$ cat src/rtl/logicnet_pkg.sv
// Shared constants and types for the LogicNet input quantizer.
// Parameter defaults plus the derived threshold count per feature.
package logicnet_pkg;

  localparam int DEF_NUM_FEATURES = 32;
  localparam int DEF_IN_W         = 16;
  localparam int DEF_Q_BITS       = 2;
  localparam int DEF_NUM_THR      = 2**DEF_Q_BITS - 1;

  typedef logic signed [DEF_IN_W-1:0] thr_t;
  typedef logic [DEF_Q_BITS-1:0]      qval_t;

endpackage

$ cat src/rtl/logicnet_feature_quant.sv
// Combinational quantiser for one feature: counts the thresholds that the
// signed input meets or exceeds, saturating at the top code.
module logicnet_feature_quant
  import logicnet_pkg::*;
#(
  parameter int IN_W    = DEF_IN_W,
  parameter int Q_BITS  = DEF_Q_BITS,
  parameter int NUM_THR = DEF_NUM_THR
) (
  input  logic signed [IN_W-1:0]         in_data,
  input  logic        [NUM_THR*IN_W-1:0] thr,
  output logic        [Q_BITS-1:0]       q
);

  localparam logic [Q_BITS:0] Q_MAX = (Q_BITS+1)'(2**Q_BITS - 1);

  logic [Q_BITS:0] hits;

  always_comb begin
    hits = '0;
    for (int i = 0; i < NUM_THR; i++) begin
      if (in_data >= $signed(thr[i*IN_W +: IN_W])) hits = hits + 1'b1;
    end
    q = (hits > Q_MAX) ? Q_MAX[Q_BITS-1:0] : hits[Q_BITS-1:0];
  end

endmodule

$ cat src/rtl/logicnet_input_quantizer.sv
// Quantises a stream of signed features and packs each full vector for layer 0.
// Define LNET_INQ_DBUF_EN for separate assembly/output registers (double buffer).
module logicnet_input_quantizer
  import logicnet_pkg::*;
#(
  parameter  int NUM_FEATURES = DEF_NUM_FEATURES,
  parameter  int IN_W         = DEF_IN_W,
  parameter  int Q_BITS       = DEF_Q_BITS,
  localparam int FIDX_W       = $clog2(NUM_FEATURES)
) (
  input  logic                           clk,
  input  logic                           rst_n,
  input  logic signed [IN_W-1:0]         in_data,
  input  logic                           in_valid,
  input  logic                           in_last,
  output logic                           in_ready,
  output logic [NUM_FEATURES*Q_BITS-1:0] out_vec,
  output logic                           out_valid,
  input  logic                           out_ready,
  input  logic                           cfg_we,
  input  logic [FIDX_W-1:0]              cfg_feat,
  input  logic [Q_BITS-1:0]              cfg_idx,
  input  logic signed [IN_W-1:0]         cfg_data,
  output logic                           err_frame
);

  localparam int NUM_THR = 2**Q_BITS - 1;
  localparam int VEC_W   = NUM_FEATURES * Q_BITS;

  logic signed [IN_W-1:0] thr_q [NUM_FEATURES][NUM_THR];
  logic signed [IN_W-1:0] thr_d [NUM_FEATURES][NUM_THR];
  logic [NUM_THR*IN_W-1:0] thr_sel;
  logic [Q_BITS-1:0]       q;

  logic [FIDX_W-1:0] cnt_q, cnt_d;
  logic [VEC_W-1:0]  asm_q, asm_d;
  logic              out_valid_q, out_valid_d;
  logic              err_q, err_d;
  logic              accept, last_slot, complete, bad_frame;

  // Threshold table: the top cfg_idx code has no threshold behind it and is dropped.
  always_comb begin
    thr_d = thr_q;
    if (cfg_we && cfg_idx != {Q_BITS{1'b1}}) thr_d[cfg_feat][cfg_idx] = cfg_data;
    thr_sel = '0;
    for (int i = 0; i < NUM_THR; i++) thr_sel[i*IN_W +: IN_W] = thr_q[cnt_q][i];
  end

  logicnet_feature_quant #(
    .IN_W    (IN_W),
    .Q_BITS  (Q_BITS),
    .NUM_THR (NUM_THR)
  ) u_quant (
    .in_data (in_data),
    .thr     (thr_sel),
    .q       (q)
  );

  assign accept    = in_valid && in_ready;
  assign last_slot = (cnt_q == FIDX_W'(NUM_FEATURES - 1));
  assign complete  = accept && in_last && last_slot;
  assign bad_frame = accept && (in_last != last_slot);

  always_comb begin
    asm_d = asm_q;
    cnt_d = cnt_q;
    err_d = err_q || bad_frame;
    if (accept) begin
      asm_d[cnt_q*Q_BITS +: Q_BITS] = q;
      cnt_d = (in_last || last_slot) ? '0 : cnt_q + 1'b1;
    end
  end

`ifdef LNET_INQ_DBUF_EN
  logic [VEC_W-1:0] out_q, out_d;
  logic             pend_q, pend_d;
  logic             xfer;

  assign xfer = out_valid_q && out_ready;

  // A completed vector that found the output busy is parked in asm_q (pend_q).
  always_comb begin
    out_d       = out_q;
    pend_d      = pend_q;
    out_valid_d = out_valid_q && !xfer;
    if (pend_q && !out_valid_q) begin
      out_d       = asm_q;
      out_valid_d = 1'b1;
      pend_d      = 1'b0;
    end else if (complete) begin
      if (!out_valid_q || xfer) begin
        out_d       = asm_d;
        out_valid_d = 1'b1;
      end else begin
        pend_d = 1'b1;
      end
    end
  end

  always_ff @(posedge clk or negedge rst_n) begin
    if (!rst_n) begin
      out_q  <= '0;
      pend_q <= 1'b0;
    end else begin
      out_q  <= out_d;
      pend_q <= pend_d;
    end
  end

  assign in_ready = !pend_q;
  assign out_vec  = out_q;
`else
  always_comb begin
    out_valid_d = out_valid_q;
    if (out_valid_q && out_ready) out_valid_d = 1'b0;
    if (complete)                 out_valid_d = 1'b1;
  end

  assign in_ready = !out_valid_q;
  assign out_vec  = asm_q;
`endif

  always_ff @(posedge clk or negedge rst_n) begin
    if (!rst_n) begin
      for (int f = 0; f < NUM_FEATURES; f++) begin
        for (int i = 0; i < NUM_THR; i++) thr_q[f][i] <= '0;
      end
      cnt_q       <= '0;
      asm_q       <= '0;
      out_valid_q <= 1'b0;
      err_q       <= 1'b0;
    end else begin
      thr_q       <= thr_d;
      cnt_q       <= cnt_d;
      asm_q       <= asm_d;
      out_valid_q <= out_valid_d;
      err_q       <= err_d;
    end
  end

  assign out_valid = out_valid_q;
  assign err_frame = err_q;

endmodule
$ cat config.mk
export PLATFORM = sky130hd
export DESIGN_NAME = logicnet_input_quantizer
export DESIGN_NICKNAME = d
export VERILOG_FILES = /design/src/rtl/logicnet_pkg.sv /design/src/rtl/logicnet_feature_quant.sv /design/src/rtl/logicnet_input_quantizer.sv
export SDC_FILE = /design/constraint.sdc
export NUM_CORES = 2
export LEC_CHECK = 0
export ABC_CLOCK_PERIOD_IN_PS = 5700
export BUFFER_PORTS_ARGS = -buffer_cell sky130_fd_sc_hd__buf_2
export CORE_MARGIN = 2
export CORE_UTILIZATION = 40
export CTS_BUF_LIST = sky130_fd_sc_hd__clkbuf_2 sky130_fd_sc_hd__clkbuf_4 sky130_fd_sc_hd__clkbuf_8
export DETAILED_ROUTE_END_ITERATION = 12
export GPL_ROUTABILITY_DRIVEN = 0
export SKIP_CTS_REPAIR_TIMING = 1
export SLEW_MARGIN = 20
export SYNTH_ARGS = -nofsm -noshare
export SYNTH_HDL_FRONTEND = slang
export SYNTH_SLANG_ARGS = --single-unit
$ cat constraint.sdc
create_clock -name clk -period 5.7 [get_ports clk]
set_input_delay 0.285 -clock clk [delete_from_list [all_inputs] [get_ports clk]]
set_output_delay 0.285 -clock clk [all_outputs]
set_load 0.01 [all_outputs]
### Word level (Yosys, flattened, before mapping)

Index checks and enable logic that the tools add are counted.

| word-level totals | value |
|---|---|
| bits in read-only memories | 0 |
| logic and storage cells | 149 |
| bits in registers | 1,607 |
| bits of input ports | 45 |
| memories | 0 |
| latch bits | 0 |
| output and inout bits | 67 |
| RAM bits | 0 |

| operators by class | value |
|---|---|
| $lt $le $gt $ge | 9 |
| shift operators | 2 |
| divide/modulo/power cells | 0 |
| multipliers | 0 |
| reductions and logical operators | 12 |
| add/subtract/negate cells | 4 |
| equality and inequality tests | 3 |
| muxes and demuxes | 16 |
| bitwise operators | 3 |

Operators with widths:

| kind | count |
|---|---|
| $bwmux 1536 | 1 |
| $bmux 48 s5 | 1 |
| $demux 48 s5 | 1 |
| $mux 48 | 3 |
| $bwmux 64 | 1 |
| $shift 2x34->64 const A | 1 |
| $shiftx 2x34->64 | 1 |
| $ge 16x16->1 | 3 |
| $neg 6->34 | 1 |
| $demux 16 s2 | 1 |
| $mux 16 | 1 |
| $ge 6x6->1 const B | 2 |
| $not 5->6 | 2 |
| $logic_and 1x1->1 | 8 |
| $lt 6x1->1 const B | 1 |
| $mux 3 | 2 |
| $add 5x1->5 const B | 1 |
| $eq 5x5->1 const B | 1 |
| $mux 5 | 1 |
| $add 3x1->3 const B | 1 |
| $ge 3x3->1 const B | 1 |
| $gt 3x2->1 const B | 1 |
| $lt 3x1->1 const B | 1 |
| $mux 1 | 3 |
| other kinds (8) | 9 |

### Longest topological paths before layout

| depth | value |
|---|---|
| word-level depth | 14 |
| depth in mapped cells | 16 |
| depth with buffers taken out | 13 |

### Hierarchy

A second synthesis with hierarchy kept.

| unflattened totals | value |
|---|---|
| cells, all modules | 5,647 |
| area total of the unflattened synthesis | 75,526.2 um^2 |

Modules (own cells, without submodules):

| module | cells each | times used | area an instance (um^2) |
|---|---|---|---|
| logicnet_input_quantizer | 5,474 | 1 | 74,280.0 |
| logicnet_feature_quant | 173 | 1 | 1,246.2 |

### Least setup slack after synthesis

No wires, ideal clock.

| timing | value |
|---|---|
| kind | register -> register |
| start | register cnt_q[1] |
| end | register asm_q[12] (netlist: out_vec[12]) |
| data required time | 5.633 ns |
| data arrival time | 4.727 ns |
| cell stages (with the launch flop) | 17 |
| path slack | 0.907 ns |
| period minus slack after synthesis | 4.793 ns |
| cells stage by stage | dfrtp_1 -> buf_2 -> clkbuf_1 -> clkbuf_1 -> mux4_2 -> mux4_2 -> mux2i_1 -> ha_1 -> nor2b_1 -> o211ai_1 -> a2111oi_0 -> or3b_2 -> mux2_2 -> fa_1 -> nand2_1 -> nor3_1 -> mux2_2 |

| between the ends | value |
|---|---|
| longest elaborated chain between the ends | 14 |
| elaborated cells on any way between the ends | 18 |
| those cells by class | add/sub (3); order compare (4); shift (2); mux (8); bitwise (1) |

RTL lines:

| what | line | text |
|---|---|---|
| start, declared | logicnet_input_quantizer.sv:35 | `logic [FIDX_W-1:0] cnt_q, cnt_d;` |
| start signal, assigned | logicnet_input_quantizer.sv:134 | `cnt_q <= cnt_d;` |
| $not 5->6 (implied by the code) | logicnet_input_quantizer.sv:46 | `for (int i = 0; i < NUM_THR; i++) thr_sel[i*IN_W +: IN_W] = thr_q[cnt_q][i];` |
| $bmux 48 s5 | logicnet_input_quantizer.sv:46 |  |
| $mux 48 (implied by the code) (2 in a row) | logicnet_input_quantizer.sv:46 |  |
| $ge 16x16->1 | logicnet_feature_quant.sv:22 | `if (in_data >= $signed(thr[i*IN_W +: IN_W])) hits = hits + 1'b1;` |
| $mux 1 | logicnet_feature_quant.sv:22 |  |
| $add 1x1->2 | logicnet_feature_quant.sv:22 |  |
| $mux 3 | logicnet_feature_quant.sv:22 |  |
| $add 3x1->3 | logicnet_feature_quant.sv:22 |  |
| $mux 3 | logicnet_feature_quant.sv:22 |  |
| $gt 3x2->1 | logicnet_feature_quant.sv:24 | `q = (hits > Q_MAX) ? Q_MAX[Q_BITS-1:0] : hits[Q_BITS-1:0];` |
| $mux 2 | logicnet_feature_quant.sv:24 |  |
| $shiftx 2x34->64 | logicnet_input_quantizer.sv:69 | `asm_d[cnt_q*Q_BITS +: Q_BITS] = q;` |
| $bwmux 64 (*) | logicnet_input_quantizer.sv:69 |  |
| end signal, assigned | logicnet_input_quantizer.sv:135 | `asm_q <= asm_d;` |
| end, declared | logicnet_input_quantizer.sv:36 | `logic [VEC_W-1:0] asm_q, asm_d;` |

Mark *: on every way between the ends. The rest lies on a longest branch, timed or not. The select of a mux whose other input is x is not followed.
A chain may end at the register's enable or synchronous reset.

### Worst setup path in the final report

| timing | value |
|---|---|
| start | register cnt_q[1] |
| end | register asm_q[14] (netlist: out_vec[14]) |

The elaborated chain is that of the path after synthesis.

==> impl_metrics.py <==
metrics = {
    "outcome": {
        "outcome": "finished, final reports clean",
    },
    "sta": {
        "final_max_slew_viol_count": 0,
        "setup_viol": 0,
        "worst_pin_slew_ps": 1180,
        "hold_ws_ps": 99.1,
        "timing_hold_violations_final": 0,
        "rsz0062_at_grt": "false",
        "final.setup.worst_slack_ps": 241,
        "period_share": 0.958,
        "fmax_mhz": 183,
        "fin_crit_ps": 5460,
        "slew-limit-headroom": 0.214,
        "fin_skew_ps": 71.2,
    },
    "cells_and_area": {
        "layout_commonest_cell": "dfrtp_1",
        "layout.cells.non_filler": 7421,
        "final_nets": 4836,
        "post-route-cell-area_um2": 84400,
        "final_layout_size_suffix_gt1_frac": 0.597,
        "final_cell_mix": "dfrtp_1, mux2_2, mux4_2",
        "final_util": 0.461,
        "area_growth_pct": 14.4,
    },
    "clock_network": {
        "cts-root-buf": "clkbuf_8",
        "cts_tree": "yes",
        "clk_pin_slew_worst_paths_ps": 60,
        "htree_levels": 5,
        "insertion_delay_ps": 1040,
        "clockBufferDepth": 4,
        "clock_sinks": 1607,
        "cts_buffers": 300,
    },
    "drt": {
        "firstDrtPassIters": 5,
        "drc_errors": 0,
        "routed_wl_um": 201000,
        "viasPerCell": 5.62,
        "drtIter0Drc": 2743,
        "ant_nets": 0,
        "vias": 41700,
        "wl_per_cell_um": 27.1,
    },
    "worst_setup_path": {
        "worstSetupPathType": "reg2reg",
        "r2r-start": "cnt_q[1]",
        "cp_data_arrival_time_ps": 6380,
        "critPathCapture": "out_vec[14]",
        "start_kind": "flop",
        "r2r-end": "out_vec[14]",
        "worstSetupStartpoint": "cnt_q[1]",
        "crit_required_ps": 6630,
        "worstPathMaxFanout": 60,
        "reg2reg_depth": 16,
        "end_kind": "flop",
        "r2r_slack_ps": 240,
    },
    "pwr": {
        "sequentialPowerShare": 0.455,
        "powerDensity_nw_per_um2": 333,
        "pwr-share-comb": 0.129,
        "irDropWorstVdd_mv": 0.209,
        "power.switching_mw": 7.09,
        "power_switching_share": 0.252,
        "p_int_mw": 21.1,
        "clockPowerShare": 0.416,
        "p_leak_nw": 39.6,
    },
    "die": {
        "initial_utilization": 0.403,
        "fp.dieW_um": 433,
        "core_um2": 183000,
        "die_y_um": 433,
        "row_count": 157,
        "dieArea_um2": 188000,
        "ios": 112,
    },
    "place": {
        "post-place-cells": 6870,
        "portBuffers": 111,
        "placed_cell_area_um2": 77700,
        "pre_cts_slack_ps": -119,
        "dp_hpwl_um": 120000,
    },
    "synthesis": {
        "yosysWarnings": 0,
        "synth-seq-area-share": 0.545,
        "synth.cell_area_um2": 73800,
        "ys_types": 51,
        "avgSynthCellArea_um2": 16.3,
        "synth-seq-cells": 1607,
        "synth_flop_cell": "dfrtp_1",
        "synthCells": 4524,
        "synthArstFlopShare": 1.00,
        "synth_fp_nets": 4626,
        "synth_edf_count": 0,
    },
    "grt": {
        "antenna_found_initial": 18,
        "grt_pass1_wl_um": 302000,
        "grt_usage": 0.217,
        "grt_max_degree": 160,
        "first_global_vias": 43900,
        "grt-ovfl-total": 0,
    },
    "hold_path": {
        "min_from": "cfg_data[5]",
        "hold_path.class": "in2reg",
    },
    "flow_run": {
        "maxCapViolations": 0,
    },
}
-- synthesized netlist by cell type (all sizes together), types with 2 or more instances --
| cell type | n | area (um^2) |
|---|---|---|
| mux2 | 1603 | 18100 |
| a2111oi | 2 | 17.5 |
| a21o | 6 | 45.0 |
| and3 | 3 | 18.8 |
| nor3 | 21 | 179 |
| xnor2 | 2 | 17.5 |
| nor2b | 9 | 56.3 |
| o41ai | 2 | 17.5 |
| a211oi | 2 | 15.0 |
| buf | 161 | 855 |
| nand2 | 77 | 319 |
| mux4 | 480 | 10800 |
| and3b | 3 | 26.3 |
| or3 | 5 | 31.3 |
| inv | 10 | 37.5 |
| dfrtp | 1607 | 40200 |
| nand3 | 20 | 100 |
| a21oi | 20 | 100 |
| mux2i | 47 | 470 |
| o211ai | 3 | 22.5 |
| nand4 | 11 | 68.8 |
| o21ai | 13 | 65.1 |
| clkbuf | 235 | 882 |
| or2 | 2 | 12.5 |
| nand2b | 8 | 50.1 |
| nor3b | 2 | 15.0 |
| ha | 56 | 701 |
| and2 | 5 | 31.3 |
| nor2 | 94 | 413 |
| or3b | 4 | 35.0 |
-- how the worst min path moves through the flow --
stage	to	slack [ps]	cells after the start
3_5_place_dp	thr_q[82]	400	1
5_1_grt	thr_q[477]	90	2
4_1_cts	thr_q[1147]	-700	1
2_1_floorplan	cnt_q[0]	-10	0
3_3_place_gp	thr_q[178]	400	1
6_report	thr_q[1333]	100	2
-- through the flow --
step,total power [mW],setup TNS [ps]
6_report,28.1,0
5_1_grt,29.4,0
4_1_cts,28.4,-1040
3_5_place_dp,16.6,-884
3_3_place_gp,16.5,-132
2_1_floorplan,15.2,0
-- area by class of cell --
type	instances	area, um^2
antenna	10	25.0
multi-input combinational	2511	32000
tap	2464	3080
timing repair buffer	304	2790
clock buffer	482	6030
fill	16000	98700
sequential	1607	40200
clock inverter	33	280
inverter	10	45.0
-- flip-flops by register name, indices dropped and copies added, names as in the netlist --
register / cells
cnt_q: 5
err_frame: 1
out_valid: 1
out_vec: 64
thr_q: 1536
-- metal layers --
metal | vias up | track usage | share of wire
met2 | 999 | 0.342 | 0.47
met1 | 22900 | 0.308 | 0.45
li1 | 17400 | - | -
met4 | 6 | 0.0670 | 0.028
met3 | 380 | 0.0369 | 0.048
met5 | - | 0 | 0.00019
-- power groups by stage --
stage               logic (mW)  clock network [mW]  registers, mW
floorplan                 2.42                   0           12.8
global route              3.92                12.5           12.9
CTS                       3.64                12.0           12.8
global placement          3.58                   0           13.0
finish                    3.64                11.7           12.8
detailed placement        3.64                   0           13.0
-- critical path, cell delays in order, from the launching register on --
cell	delay [ps]
dfrtp_4	740
buf_12	370
mux4_2	440
mux4_2	530
mux2i_1	260
ha_1	290
nand4_1	140
nor2_1	60
a21oi_1	120
or3b_2	450
mux2_2	310
fa_1	670
buf_4	200
buf_4	120
nand2b_1	90
nor2_2	280
mux2_2	220
-- cells by family (layout without fill, tap and decap cells) --
| logic type | after synthesis | in the layout | share of synthesized area |
|---|---|---|---|
| compound gates | 53 | 53 | 0.00438 |
| fa+ha+maj | 57 | 57 | 0.00977 |
| xor+xnor | 3 | 3 | 0.000356 |
| buf+inv | 406 | 829 | 0.0240 |
| mux | 2130 | 2130 | 0.398 |
| other cells | 0 | 10 | 0 |
| flops | 1607 | 1607 | 0.545 |
| simple gates | 268 | 268 | 0.0188 |
Power figures use the tool's default switching activity.
